**src/rtl/br_resolve_if.sv**
```systemverilog
// Fetch/execute-facing bundle of the branch resolution unit: push from fetch,
// resolve from execute, flush/redirect and BHT lookup back to fetch.
interface br_resolve_if #(parameter int DEPTH = 4);
  localparam int CNT_W = $clog2(DEPTH) + 1;

  logic             push_i;
  logic [31:0]      push_pc_i;
  logic             push_pred_i;
  logic [31:0]      push_target_i;
  logic             full_o;
  logic [CNT_W-1:0] count_o;
  logic             res_valid_i;
  logic             res_taken_i;
  logic [31:0]      res_target_i;
  logic             flush_o;
  logic [31:0]      redirect_pc_o;
  logic             ovf_o;
  logic             unf_o;
  logic [31:0]      lookup_pc_i;
  logic             lookup_taken_o;

  modport slave (
    input  push_i, push_pc_i, push_pred_i, push_target_i,
    input  res_valid_i, res_taken_i, res_target_i, lookup_pc_i,
    output full_o, count_o, flush_o, redirect_pc_o, ovf_o, unf_o, lookup_taken_o
  );

  modport master (
    output push_i, push_pc_i, push_pred_i, push_target_i,
    output res_valid_i, res_taken_i, res_target_i, lookup_pc_i,
    input  full_o, count_o, flush_o, redirect_pc_o, ovf_o, unf_o, lookup_taken_o
  );
endinterface

```
**src/rtl/br_resolve_unit.sv**
```systemverilog
// In-order in-flight branch queue: checks execute outcomes against predictions,
// raises flush/redirect on mispredict and trains a 2-bit BHT read by fetch.
module br_resolve_unit #(
  parameter int DEPTH     = 4,
  parameter int BHT_IDX_W = 6
) (
  input  logic          clk,
  input  logic          reset_n,
  br_resolve_if.slave   bif
);
  localparam int PTR_W = $clog2(DEPTH);
  localparam int CNT_W = PTR_W + 1;
  localparam int BHT_N = 1 << BHT_IDX_W;

  typedef struct packed {
    logic [31:0] pc;
    logic        pred;
    logic [31:0] tgt;
  } ent_t;

  ent_t             ent_q [DEPTH];
  ent_t             ent_d [DEPTH];
  logic [1:0]       bht_q [BHT_N];
  logic [1:0]       bht_d [BHT_N];
  logic [PTR_W-1:0] wr_ptr_q, wr_ptr_d, rd_ptr_q, rd_ptr_d;
  logic [CNT_W-1:0] cnt_q, cnt_d;
  logic             flush_q, flush_d, ovf_q, ovf_d, unf_q, unf_d;
  logic [31:0]      redirect_q, redirect_d;

  ent_t                 head;
  logic                 full, empty, pop, mis, push_ok;
  logic [BHT_IDX_W-1:0] upd_idx;

  always_comb begin
    head    = ent_q[rd_ptr_q];
    full    = (cnt_q == CNT_W'(DEPTH));
    empty   = (cnt_q == '0);
    pop     = bif.res_valid_i & ~empty;
    mis     = pop & ((head.pred != bif.res_taken_i) |
                     (bif.res_taken_i & (head.tgt != bif.res_target_i)));
    // A push into a full queue rides on a same-cycle pop; a mispredict kills it as wrong-path.
    push_ok = bif.push_i & (~full | pop) & ~mis;
    upd_idx = head.pc[BHT_IDX_W+1:2];

    ent_d    = ent_q;
    bht_d    = bht_q;
    wr_ptr_d = wr_ptr_q;
    rd_ptr_d = rd_ptr_q;
    cnt_d    = cnt_q + CNT_W'(push_ok) - CNT_W'(pop);

    if (push_ok) begin
      ent_d[wr_ptr_q] = '{pc: bif.push_pc_i, pred: bif.push_pred_i, tgt: bif.push_target_i};
      wr_ptr_d        = wr_ptr_q + 1'b1;
    end
    if (pop) begin
      rd_ptr_d = rd_ptr_q + 1'b1;
      if (bif.res_taken_i) begin
        if (bht_q[upd_idx] != 2'b11) bht_d[upd_idx] = bht_q[upd_idx] + 2'b01;
      end else begin
        if (bht_q[upd_idx] != 2'b00) bht_d[upd_idx] = bht_q[upd_idx] - 2'b01;
      end
    end
    if (mis) begin
      wr_ptr_d = '0;
      rd_ptr_d = '0;
      cnt_d    = '0;
    end

    flush_d    = mis;
    redirect_d = redirect_q;
    if (mis) redirect_d = bif.res_taken_i ? bif.res_target_i : head.pc + 32'd4;
    ovf_d      = bif.push_i & full & ~pop;
    unf_d      = bif.res_valid_i & empty;
  end

  always_ff @(posedge clk or negedge reset_n) begin
    if (!reset_n) begin
      for (int i = 0; i < DEPTH; i++) ent_q[i] <= '0;
      for (int i = 0; i < BHT_N; i++) bht_q[i] <= 2'b01;
      wr_ptr_q   <= '0;
      rd_ptr_q   <= '0;
      cnt_q      <= '0;
      flush_q    <= 1'b0;
      redirect_q <= '0;
      ovf_q      <= 1'b0;
      unf_q      <= 1'b0;
    end else begin
      ent_q      <= ent_d;
      bht_q      <= bht_d;
      wr_ptr_q   <= wr_ptr_d;
      rd_ptr_q   <= rd_ptr_d;
      cnt_q      <= cnt_d;
      flush_q    <= flush_d;
      redirect_q <= redirect_d;
      ovf_q      <= ovf_d;
      unf_q      <= unf_d;
    end
  end

  assign bif.full_o         = full;
  assign bif.count_o        = cnt_q;
  assign bif.flush_o        = flush_q;
  assign bif.redirect_pc_o  = redirect_q;
  assign bif.ovf_o          = ovf_q;
  assign bif.unf_o          = unf_q;
  assign bif.lookup_taken_o = bht_q[bif.lookup_pc_i[BHT_IDX_W+1:2]][1];
endmodule

```
**src/flat_wrapper.sv**
```systemverilog
// flat-port wrapper written by rule: the top's interface ports become plain ports
module br_resolve_unit_flat 
#(
  parameter int DEPTH     = 4,
  parameter int BHT_IDX_W = 6
)
  (clk, reset_n, bif_push_i, bif_push_pc_i, bif_push_pred_i, bif_push_target_i, bif_res_valid_i, bif_res_taken_i, bif_res_target_i, bif_lookup_pc_i, bif_full_o, bif_count_o, bif_flush_o, bif_redirect_pc_o, bif_ovf_o, bif_unf_o, bif_lookup_taken_o);
  br_resolve_if #(.DEPTH(DEPTH)) bif_i ();
  input  logic clk;
  input  logic reset_n;
  input wire logic [$bits(bif_i.push_i)-1:0] bif_push_i;
  input wire logic [$bits(bif_i.push_pc_i)-1:0] bif_push_pc_i;
  input wire logic [$bits(bif_i.push_pred_i)-1:0] bif_push_pred_i;
  input wire logic [$bits(bif_i.push_target_i)-1:0] bif_push_target_i;
  input wire logic [$bits(bif_i.res_valid_i)-1:0] bif_res_valid_i;
  input wire logic [$bits(bif_i.res_taken_i)-1:0] bif_res_taken_i;
  input wire logic [$bits(bif_i.res_target_i)-1:0] bif_res_target_i;
  input wire logic [$bits(bif_i.lookup_pc_i)-1:0] bif_lookup_pc_i;
  output wire logic [$bits(bif_i.full_o)-1:0] bif_full_o;
  output wire logic [$bits(bif_i.count_o)-1:0] bif_count_o;
  output wire logic [$bits(bif_i.flush_o)-1:0] bif_flush_o;
  output wire logic [$bits(bif_i.redirect_pc_o)-1:0] bif_redirect_pc_o;
  output wire logic [$bits(bif_i.ovf_o)-1:0] bif_ovf_o;
  output wire logic [$bits(bif_i.unf_o)-1:0] bif_unf_o;
  output wire logic [$bits(bif_i.lookup_taken_o)-1:0] bif_lookup_taken_o;
  assign bif_i.push_i = bif_push_i;
  assign bif_i.push_pc_i = bif_push_pc_i;
  assign bif_i.push_pred_i = bif_push_pred_i;
  assign bif_i.push_target_i = bif_push_target_i;
  assign bif_i.res_valid_i = bif_res_valid_i;
  assign bif_i.res_taken_i = bif_res_taken_i;
  assign bif_i.res_target_i = bif_res_target_i;
  assign bif_i.lookup_pc_i = bif_lookup_pc_i;
  assign bif_full_o = bif_i.full_o;
  assign bif_count_o = bif_i.count_o;
  assign bif_flush_o = bif_i.flush_o;
  assign bif_redirect_pc_o = bif_i.redirect_pc_o;
  assign bif_ovf_o = bif_i.ovf_o;
  assign bif_unf_o = bif_i.unf_o;
  assign bif_lookup_taken_o = bif_i.lookup_taken_o;
  br_resolve_unit #(.DEPTH(DEPTH), .BHT_IDX_W(BHT_IDX_W)) u_core (.clk(clk), .reset_n(reset_n), .bif(bif_i));
endmodule
```
**config.mk**
```make
export PLATFORM = sky130hd
export DESIGN_NAME = br_resolve_unit_flat
export DESIGN_NICKNAME = d
export VERILOG_FILES = /design/src/rtl/br_resolve_if.sv /design/src/rtl/br_resolve_unit.sv /design/src/flat_wrapper.sv
export SDC_FILE = /design/constraint.sdc
export NUM_CORES = 1
export LEC_CHECK = 0
export BUFFER_PORTS_ARGS = -buffer_cell sky130_fd_sc_hd__buf_2
export CORE_ASPECT_RATIO = 0.75
export CORE_MARGIN = 10
export CORE_UTILIZATION = 40
export DETAILED_ROUTE_END_ITERATION = 7
export GPL_TIMING_DRIVEN = 0
export PLACE_DENSITY = 0.62
export REMOVE_ABC_BUFFERS = 1
export SKIP_LAST_GASP = 1
export SLEW_MARGIN = 20
export SYNTH_ARGS = -nofsm -noshare
export SYNTH_HDL_FRONTEND = slang
export SYNTH_SLANG_ARGS = --single-unit
```
**constraint.sdc**
```tcl
create_clock -name clk -period 5.45 [get_ports clk]
set_input_delay 0.2725 -clock clk [delete_from_list [all_inputs] [get_ports clk]]
set_output_delay 0.2725 -clock clk [all_outputs]
set_load 0.01 [all_outputs]
```
==> results of run 1 <==
per-stage QoR:
stage | hold WS (ns) | instance area [um^2]
5_1_grt | 0.04065 | 24780
3_3_place_gp | 0.4583 | 22050
2_1_floorplan | -0.02309 | 20440
6_report | 0.02461 | 24780
4_1_cts | 0.002175 | 24760
3_5_place_dp | 0.2237 | 22510
kinds of logic after synthesis:
logic type / Yosys count / share of synthesized area, %
compound gates: 141 / 4.707
xor+xnor: 60 / 2.499
fa+ha+maj: 10 / 0.6308
buf+inv: 113 / 3.053
flops: 430 / 51.56
mux: 511 / 31.66
simple gates: 256 / 5.891
per-layer routing:
layer | up-vias | share of wire (%)
met3 | 94 | 7.1
met4 | 6 | 1.9
met1 | 7297 | 47
met5 | - | 0.068
met2 | 489 | 44
li1 | 6000 | -
area by class of cell:
type                    count  share of cell area, %
diodes                      4                0.04039
clock buffers              71                  5.170
clock inverters             6                 0.3685
inverters                  14                 0.2120
multi-input cells         981                  39.14
flip-flops and latches    430                  43.77
well taps                 703                  3.549
repair buffers            247                  7.749
what timing repair did:
action	4_1_cts	5_1_grt
endpoints found under the hold margin	314	0
endpoints found under the setup margin	128	101
hold buffers	68	0
setup buffers	12	1
resized for setup	9	3
pin swaps	0	1
cloned	3	0
worst max path at each step:
| stage | start | endpoint | slack [ns] | cells after the start |
|---|---|---|---|---|
| finish | u_core.rd_ptr_q[0] | u_core.bht_q[21] | 0.14 | 16 |
| global route | u_core.rd_ptr_q[0] | u_core.bht_q[25] | -0.01 | 16 |
| CTS | u_core.rd_ptr_q[0] | u_core.bht_q[25] | 0.08 | 14 |
| detailed placement | u_core.rd_ptr_q[1] | u_core.bht_q[21] | -1.0 | 14 |
| global placement | u_core.rd_ptr_q[0] | u_core.bht_q[45] | -6.95 | 10 |
| floorplan | u_core.rd_ptr_q[0] | u_core.bht_q[101] | -2.19 | 10 |
power by group:
group          internal, W  total, W  switching, W
sequential         0.00482   0.00572      0.000892
clock              0.00166   0.00294       0.00128
combinational      0.00354   0.00753       0.00400
Yosys cell counts (3+ instances only):
library cell,n
nand2b_1,5
o211ai_1,3
nand4_1,10
mux2i_1,29
nor2_1,76
a31oi_1,8
nor2b_1,15
and2_1,9
a22o_1,13
o2111ai_1,5
a21oi_1,13
clkbuf_1,33
buf_6,9
nor3_1,12
a221oi_1,12
or3_1,4
o21ai_0,41
a22oi_1,25
dfstp_2,64
buf_4,30
and3_1,7
buf_1,5
inv_1,12
buf_2,21
ha_1,9
nand2_1,78
xnor2_1,46
nand3b_1,3
a221oi_2,3
mux4_2,82
dfrtp_1,366
nor3b_1,6
nand3_1,10
xor2_1,14
nor4_1,6
or2_2,5
mux2_2,398
critical path, stage by stage (launching register included):
cell	delay [ns]
dfrtp_4	0.44
buf_16	0.28
mux4_2	0.73
buf_4	0.22
nor3b_2	0.23
buf_4	0.20
a22o_1	0.18
a221oi_1	0.21
a31oi_1	0.14
or4_1	0.51
or3_1	0.33
ha_1	0.18
mux2i_1	0.23
and2_2	0.31
nand2_2	0.24
nor2_1	0.32
mux2_2	0.36
==> results.json, run 1 <==
{
  "maxCapViolations": 0,
  "multi_input_area_mm2": 0.009701,
  "cp-start-kind": "register",
  "tns_ns": 0,
  "tightest_slew_ns": 0.9848,
  "place.gp.congestion": 0.8106,
  "hold_class": "in2reg",
  "ys_async_sr_fraction_pct": 100.0,
  "max_slew_margin_pct": 34.21,
  "wirelength_um": 58680,
  "initial_core_util_pct": 40.59,
  "die-area_mm2": 0.06223,
  "drc": 0,
  "io_buffers": 147,
  "nNetsFinal": 1861,
  "num_io_pins": 174,
  "overflow": 0,
  "grt_first_pass_wirelength_um": 91090,
  "final_cells": 2456,
  "syn_area_per_cell_um2": 13.82,
  "hold_path_end": "u_core.bif.redirect_pc_o[4]",
  "yosys.area.top_type_share_pct": 43.56,
  "status": "finished clean",
  "synth_area_leaders": "dfrtp_1, mux2_2, mux4_2",
  "grtUsageMet1_pct": 26.65,
  "setup_viol": 0,
  "post-route-util_pct": 47.85,
  "synthCells": 1521,
  "clkLatencyLatePin_ns": 0.57,
  "yosys.area.top_type": "dfrtp_1",
  "grt_use_met2_pct": 28.41,
  "hold_start": "bif_res_target_i[4]",
  "required_ns": 5.89,
  "r2r_setup_slack_ns": 0.14,
  "fmax_mhz": 188.3,
  "fin_skew_ns": 0.02514,
  "finalPower_w": 0.01619,
  "period_minus_slack_ns": 5.309,
  "synth_edf_count": 0,
  "path_clk_slew_ns": 0.06,
  "use_met3_pct": 4.500,
  "cts.sinks": 430,
  "worst-setup-path-type": "reg2reg",
  "yosysSeqAreaShare_pct": 51.56,
  "ys_types": 67,
  "timing.rr.end": "u_core.bht_q[21]",
  "track_usage_pct": 18.68,
  "wl_per_cell_um": 23.89,
  "vias": 13886,
  "rows": 72,
  "busiest_layer": "met2",
  "place_inst": 2291,
  "hold_viol": 0,
  "drive_above_1_share_pct": 46.83,
  "fin_ws_ns": 0.1406,
  "cts_tree": "built",
  "period_share_pct": 97.42,
  "core_mm2": 0.05180,
  "antenna_found_initial": 11,
  "vdd_drop_max_mv": 0.3147,
  "drt-initial-drc-count": 1079,
  "die_x_um": 284.7,
  "synthFlopType": "dfrtp_1",
  "grt_pass1_vias": 14578,
  "timing.rr.start": "u_core.rd_ptr_q[0]",
  "viasPerCell": 5.654,
  "layout_commonest_cell": "mux2_2",
  "root_buffer": "clkbuf_16",
  "nFillCells": 4509,
  "holdPathStages": 3,
  "die_h_um": 218.6,
  "rsz0062_at_grt": "yes",
  "cp.arrival_ns": 5.75,
  "total_leakage_power_nw": 10.27,
  "syn_area_mm2": 0.02103,
  "syn_to_final_growth_pct": 17.88,
  "p_per_area_mw_per_mm2": 653.4,
  "cts_max_level": 2,
  "first_pass_iters": 5,
  "synth_warnings": 0,
  "grt_start_max_net_pins": 101,
  "hpwl_um": 37960,
  "clk_path_buf_depth": 3,
  "layout_common_cells": "mux2_2, dfrtp_1, buf_2",
  "reg2regPathDepth": 16,
  "slew_violations": 0,
  "regArea_mm2": 0.01085,
  "synth-seq-cells": 430,
  "end_kind": "register",
  "place_ws_ns": -0.9965,
  "cts-buffers-inserted": 43,
  "crit_fanout": 34,
  "drtAntennaViolNets": 0
}
Power figures use the tool's default switching activity.
==> run 2: changes to the inputs <==
==> constraint.sdc (replaced) <==
create_clock -name clk -period 5.45 [get_ports clk]
set_input_delay 0.545 -clock clk [delete_from_list [all_inputs] [get_ports clk]]
set_output_delay 0.545 -clock clk [all_outputs]
set_load 0.01 [all_outputs]
==> results.json, run 2 (synthesis results as in run 1) <==
{
  "status": "finished clean",
  "regArea_mm2": 0.01085,
  "slew_violations": 0,
  "viasPerCell": 5.690,
  "routed.top_layer": "met5",
  "cts-buffers-inserted": 43,
  "track_usage_pct": 18.48,
  "hpwl_um": 37960,
  "drtAntennaViolNets": 0,
  "maxCapViolations": 0,
  "layout_common_cells": "mux2_2, dfrtp_1, buf_2",
  "crit_fanout": 34,
  "core_mm2": 0.05180,
  "drc": 0,
  "first_pass_iters": 5,
  "crit_chain": "buf_16 -> mux4_2 -> buf_4 -> nor3b_2 -> buf_4 -> a22o_1 -> a221oi_1 -> a31oi_1 -> or4_1 -> or3_1 -> ha_1 -> mux2i_1 -> and2_2 -> nand2_2 -> nor2_1 -> mux2_2",
  "required_ns": 5.90,
  "drt-initial-drc-count": 1014,
  "period_minus_slack_ns": 5.298,
  "grt_start_max_net_pins": 101,
  "wl_per_cell_um": 24.37,
  "layout_commonest_cell": "mux2_2",
  "tightest_slew_ns": 1.002,
  "clk_path_buf_depth": 3,
  "syn_to_final_growth_pct": 14.70,
  "path_clk_slew_ns": 0.06,
  "p_per_area_mw_per_mm2": 669.6,
  "finish.instance_area_mm2": 0.02412,
  "cp.arrival_ns": 5.74,
  "wirelength_um": 58250,
  "rsz0062_at_grt": "yes",
  "root_buffer": "clkbuf_16",
  "drive_above_1_share_pct": 48.75,
  "setup_viol": 0,
  "cts_tree": "built",
  "die_x_um": 284.7,
  "cp_slowest_cell": "mux4_2",
  "fin_skew_ns": 0.02297,
  "nNetsFinal": 1794,
  "hold_class": "in2reg",
  "cts.sinks": 430,
  "route.met2.wl_um": 25590,
  "nFillCells": 4558,
  "rows": 72,
  "die_h_um": 218.6,
  "multi_input_area_mm2": 0.009702,
  "worst_path_largest_cell_delay_ns": 0.73,
  "initial_core_util_pct": 40.59,
  "io_buffers": 147,
  "cpLargestDelayFamily": "simple AND/OR/NAND/NOR gates",
  "num_io_pins": 174,
  "antenna_found_initial": 13,
  "worst-path-buf-inv": 3,
  "cts_max_level": 2,
  "place.gp.congestion": 0.8106,
  "vias": 13599,
  "m1WireLength_um": 27140,
  "period_share_pct": 97.22,
  "hold_viol": 0,
  "grt_first_pass_wirelength_um": 89690,
  "finalPower_w": 0.01615,
  "place_area_mm2": 0.02251,
  "total_leakage_power_nw": 9.991,
  "grt_pass1_vias": 14116,
  "cp_common_cell": "buf_4",
  "max_slew_margin_pct": 33.09,
  "clkLatencyLatePin_ns": 0.58,
  "vdd_drop_max_mv": 0.3196,
  "end_kind": "register",
  "fmax_mhz": 188.7,
  "met3_length_um": 4294,
  "overflow": 0,
  "worst-setup-path-type": "reg2reg",
  "die-area_mm2": 0.06223,
  "cp-start-kind": "register"
}
## run 2: cell types whose count changed in the layout (fill, tap and decap cells not counted), sizes merged
cell	before	now
diode	4	5
dlygate4sd3	68	1
## run 2: area by class of cell
cell class,instances,share of cell area [%]
tap,703,3.647
multi-input combinational,981,40.23
sequential,430,44.98
clock inverter,6,0.3787
inverter,14,0.2179
antenna,5,0.05188
timing repair buffer,180,5.183
clock buffer,71,5.313
## run 2: repair_timing
item	CTS	global route
setup buffers	12	1
setup endpoints to repair	128	101
hold buffers	1	0
endpoints found under the hold margin	53	0
cloned	3	0
resized for setup	9	4
pin swaps	0	1
## run 2: path summary, 6_finish.rpt
path	from	to	slack, ns	cells past startpoint
min in group asynchronous	reset_n	u_core.ent_q[125]	0.51	2
setup / recovery	u_core.rd_ptr_q[0]	u_core.bht_q[21]	0.15	16
max in group asynchronous	reset_n	async pin	3.62	4
hold reg to reg	u_core.bif.redirect_pc_o[26]	u_core.bif.redirect_pc_o[26]	0.48	2
setup reg to reg	u_core.rd_ptr_q[0]	u_core.bht_q[21]	0.15	16
hold / removal	bif_push_i	u_core.bif.ovf_o	0.21	2
## run 2: metrics by stage
step	std cells	hold WS (ns)	setup WS [ns]	TNS [ns]	utilization, %
2_1_floorplan	1422	0.2494	-2.190	-481.85	-
3_3_place_gp	2272	0.4583	-6.949	-3822.14	42.57
3_5_place_dp	2291	0.4674	-0.9965	-90.71	43.45
4_1_cts	2384	0.1864	0.08228	0	46.51
5_1_grt	2386	0.1901	-0.01318	-0.01965	46.54
6_report	2390	0.2081	0.1517	0	46.56
## run 2: metal layers
metal,GRT usage [%],up-vias
met5,0,-
met4,4.402,6
met3,4.738,96
met2,27.61,454
met1,26.51,7170
li1,-,5873
## run 2: power breakdown
| part | internal [W] | switching, W | leakage (nW) |
|---|---|---|---|
| registers | 0.00482 | 0.000891 | 5.17 |
| clock network | 0.00166 | 0.00128 | 0.665 |
| logic | 0.00351 | 0.00398 | 4.15 |
==> run 3: changes to the inputs <==
--- a/config.mk
+++ b/config.mk
@@ -5,6 +5,7 @@
 export SDC_FILE = /design/constraint.sdc
 export NUM_CORES = 1
 export LEC_CHECK = 0
+export ABC_AREA = 1
 export BUFFER_PORTS_ARGS = -buffer_cell sky130_fd_sc_hd__buf_2
 export CORE_ASPECT_RATIO = 0.75
 export CORE_MARGIN = 10
==> results.json, run 3 <==
{
  "drc": 0,
  "clk_path_buf_depth": 3,
  "busiest_layer": "met2",
  "rows": 77,
  "core_mm2": 0.05896,
  "grt_first_pass_wirelength_um": 125500,
  "place_ws_ns": -0.6385,
  "vdd_drop_max_mv": 0.4030,
  "finalPower_w": 0.01718,
  "die_x_um": 301.8,
  "wl_per_cell_um": 19.47,
  "period_minus_slack_ns": 5.119,
  "drive_above_1_share_pct": 10.84,
  "hold_viol": 0,
  "synth-seq-cells": 430,
  "cts-buffers-inserted": 46,
  "nNetsFinal": 3437,
  "clkLatencyLatePin_ns": 0.61,
  "grt_pass1_vias": 21268,
  "synth_top_family_by_area": "simple AND/OR/NAND/NOR gates",
  "yosys.area.top_type": "dfrtp_1",
  "initial_core_util_pct": 40.40,
  "timing.rr.start": "u_core.rd_ptr_q[1]",
  "syn_area_per_cell_um2": 7.274,
  "synth_warnings": 0,
  "overflow": 0,
  "synth_compound_area_share_pct": 4.995,
  "num_io_pins": 174,
  "grt_start_max_net_pins": 129,
  "cp.arrival_ns": 5.58,
  "yosys.area.top_type_share_pct": 38.45,
  "place_area_mm2": 0.02504,
  "yosys-top-cells-count": "nand2_1, dfrtp_1, nand4_1, nand3_1, nor2_1",
  "timing.rr.end": "u_core.bht_q[61]",
  "finish.instance_area_mm2": 0.02678,
  "syn_area_mm2": 0.02382,
  "total_leakage_power_nw": 13.14,
  "vias": 22540,
  "place_inst": 4028,
  "final_cells": 4131,
  "period_share_pct": 93.92,
  "layout_commonest_cell": "nand2_1",
  "antenna_found_initial": 16,
  "cp_common_cell": "nand2_1",
  "drtAntennaViolNets": 0,
  "crit_fanout": 43,
  "synthCells": 3275,
  "tns_ns": 0,
  "ys_types": 40,
  "tightest_slew_ns": 1.014,
  "holdPathStages": 3,
  "grtUsageMet1_pct": 32.26,
  "max_slew_margin_pct": 32.41,
  "synth_area_leaders": "dfrtp_1, nand2_1, dfstp_2",
  "worst-path-buf-inv": 9,
  "yosysSeqAreaShare_pct": 45.50,
  "cts.sinks": 430,
  "synthFlopType": "dfrtp_1",
  "track_usage_pct": 22.48,
  "r2r_setup_slack_ns": 0.33,
  "hold_path_end": "u_core.bif.ovf_o",
  "cts_max_level": 2,
  "fmax_mhz": 195.4,
  "hpwl_um": 48730,
  "synth-simple-area-share_pct": 39.39,
  "maxCapViolations": 0,
  "end_kind": "register",
  "cpLargestDelayFamily": "buffers and inverters",
  "slew_violations": 0,
  "grt_use_met2_pct": 33.13,
  "syn_to_final_growth_pct": 12.43,
  "nFillCells": 6058,
  "worst-setup-path-type": "reg2reg",
  "root_buffer": "clkbuf_16",
  "io_buffers": 147,
  "fin_ws_ns": 0.3314,
  "cp-start-kind": "register",
  "drt-initial-drc-count": 2547,
  "status": "finished clean",
  "die-area_mm2": 0.06982,
  "required_ns": 5.91,
  "cp_slowest_cell": "dfrtp_4",
  "hold_start": "bif_push_i",
  "first_pass_iters": 5,
  "place.gp.congestion": 0.9107,
  "fin_skew_ns": 0.02605,
  "yosysMostFrequentCell": "nand2_1",
  "use_met3_pct": 5.356,
  "synth_mux_area_share_pct": 0,
  "hold_class": "in2reg",
  "layout_common_cells": "nand2_1, dfrtp_1, nand4_1",
  "synth_xor_xnor_area_share_pct": 0.8456,
  "wirelength_um": 80440,
  "viasPerCell": 5.456,
  "path_clk_slew_ns": 0.06,
  "synth_edf_count": 0,
  "die_h_um": 231.3,
  "ys_async_sr_fraction_pct": 100.0,
  "synthAdderAreaFrac_pct": 0.5567,
  "reg2regPathDepth": 27,
  "cts_tree": "built",
  "p_per_area_mw_per_mm2": 641.4,
  "rsz0062_at_grt": "no",
  "worst_path_largest_cell_delay_ns": 0.65,
  "setup_viol": 0
}
==> run 3: changes by cell type in the layout (fill, tap and decap cells not counted), sizes merged, moves of 17 or more <==
cell   delta
a22oi    -22
nand3   +236
mux2    -399
nor2    +145
inv     +152
xnor2    -38
o21ai   +114
nand4   +258
mux2i    -29
nand2  +1364
mux4     -86
o22ai    +17
a21oi    +24
==> run 3: cell type report <==
class                      count  area (um^2)  share of cell area (%)
antenna                       12        30.03                  0.1121
clock buffer                  72         1379                   5.148
clock inverter                12        215.2                  0.8035
inverter                     170        676.9                   2.527
multi-input combinational   2462        11070                   41.32
sequential                   430        10850                   40.50
tap                          790        988.4                   3.691
timing repair buffer         183         1579                   5.896
==> run 3: worst max-delay path by stage <==
| stage | slack (ns) | from | cells past startpoint | endpoint |
|---|---|---|---|---|
| global placement | -14.57 | u_core.rd_ptr_q[0] | 19 | u_core.bht_q[5] |
| detailed placement | -0.64 | u_core.rd_ptr_q[0] | 30 | u_core.bht_q[67] |
| global route | 0.02 | u_core.rd_ptr_q[1] | 27 | u_core.bht_q[69] |
| CTS | 0.05 | u_core.rd_ptr_q[1] | 23 | u_core.bht_q[109] |
| finish | 0.33 | u_core.rd_ptr_q[1] | 27 | u_core.bht_q[61] |
| floorplan | -4.95 | u_core.rd_ptr_q[0] | 19 | u_core.bht_q[101] |
==> run 3: kinds of logic (layout without fill, tap and decap cells) <==
kind of cell | Yosys count | count (layout)
AND/OR/NAND/NOR | 2202 | 2204
flip-flops | 430 | 430
buffers and inverters | 385 | 437
AO/OA/AOI/OAI | 225 | 225
XOR/XNOR | 23 | 23
adder cells (fa/ha/maj) | 10 | 10
other | 0 | 12
==> run 3: where the power goes <==
part	leakage [nW]	switching (W)	internal, W
combinational	7.02	0.00578	0.00250
sequential	5.34	0.000831	0.00470
clock	0.783	0.00139	0.00198
total	13.1	0.00800	0.00918
==> run 3: worst reg2reg max path: cells and delay by family, from the launching register on <==
family / cells / cell delay, ns
buffers and inverters: 9 / 2.12
AO/OA/AOI/OAI: 1 / 0.09
flip-flops: 1 / 0.65
adder cells (fa/ha/maj): 1 / 0.13
AND/OR/NAND/NOR: 16 / 2.03
==> run 3: through the flow <==
stage | hold slack, ns | utilization, %
global route | 0.1638 | 45.40
floorplan | 0.2494 | -
global placement | 0.4485 | 40.89
CTS | 0.1484 | 45.27
finish | 0.1690 | 45.42
detailed placement | 0.4531 | 42.46
==> run 3: metal layers <==
layer  up-vias  share of wire [%]
li1      10704                  -
met1     10805                 45
met2       904                 43
met3       117                 10
met4        10                2.1
met5         -              0.086
==> run 3: repair_timing <==
action | 4_1_cts | 5_1_grt
endpoints found under the setup margin | 151 | 151
setup buffers | 2 | 1
cloned | 1 | 2
endpoints found under the hold margin | 40 | 0
gates resized for setup | 8 | 7
hold buffers | 1 | 0
pin swaps | 1 | 2
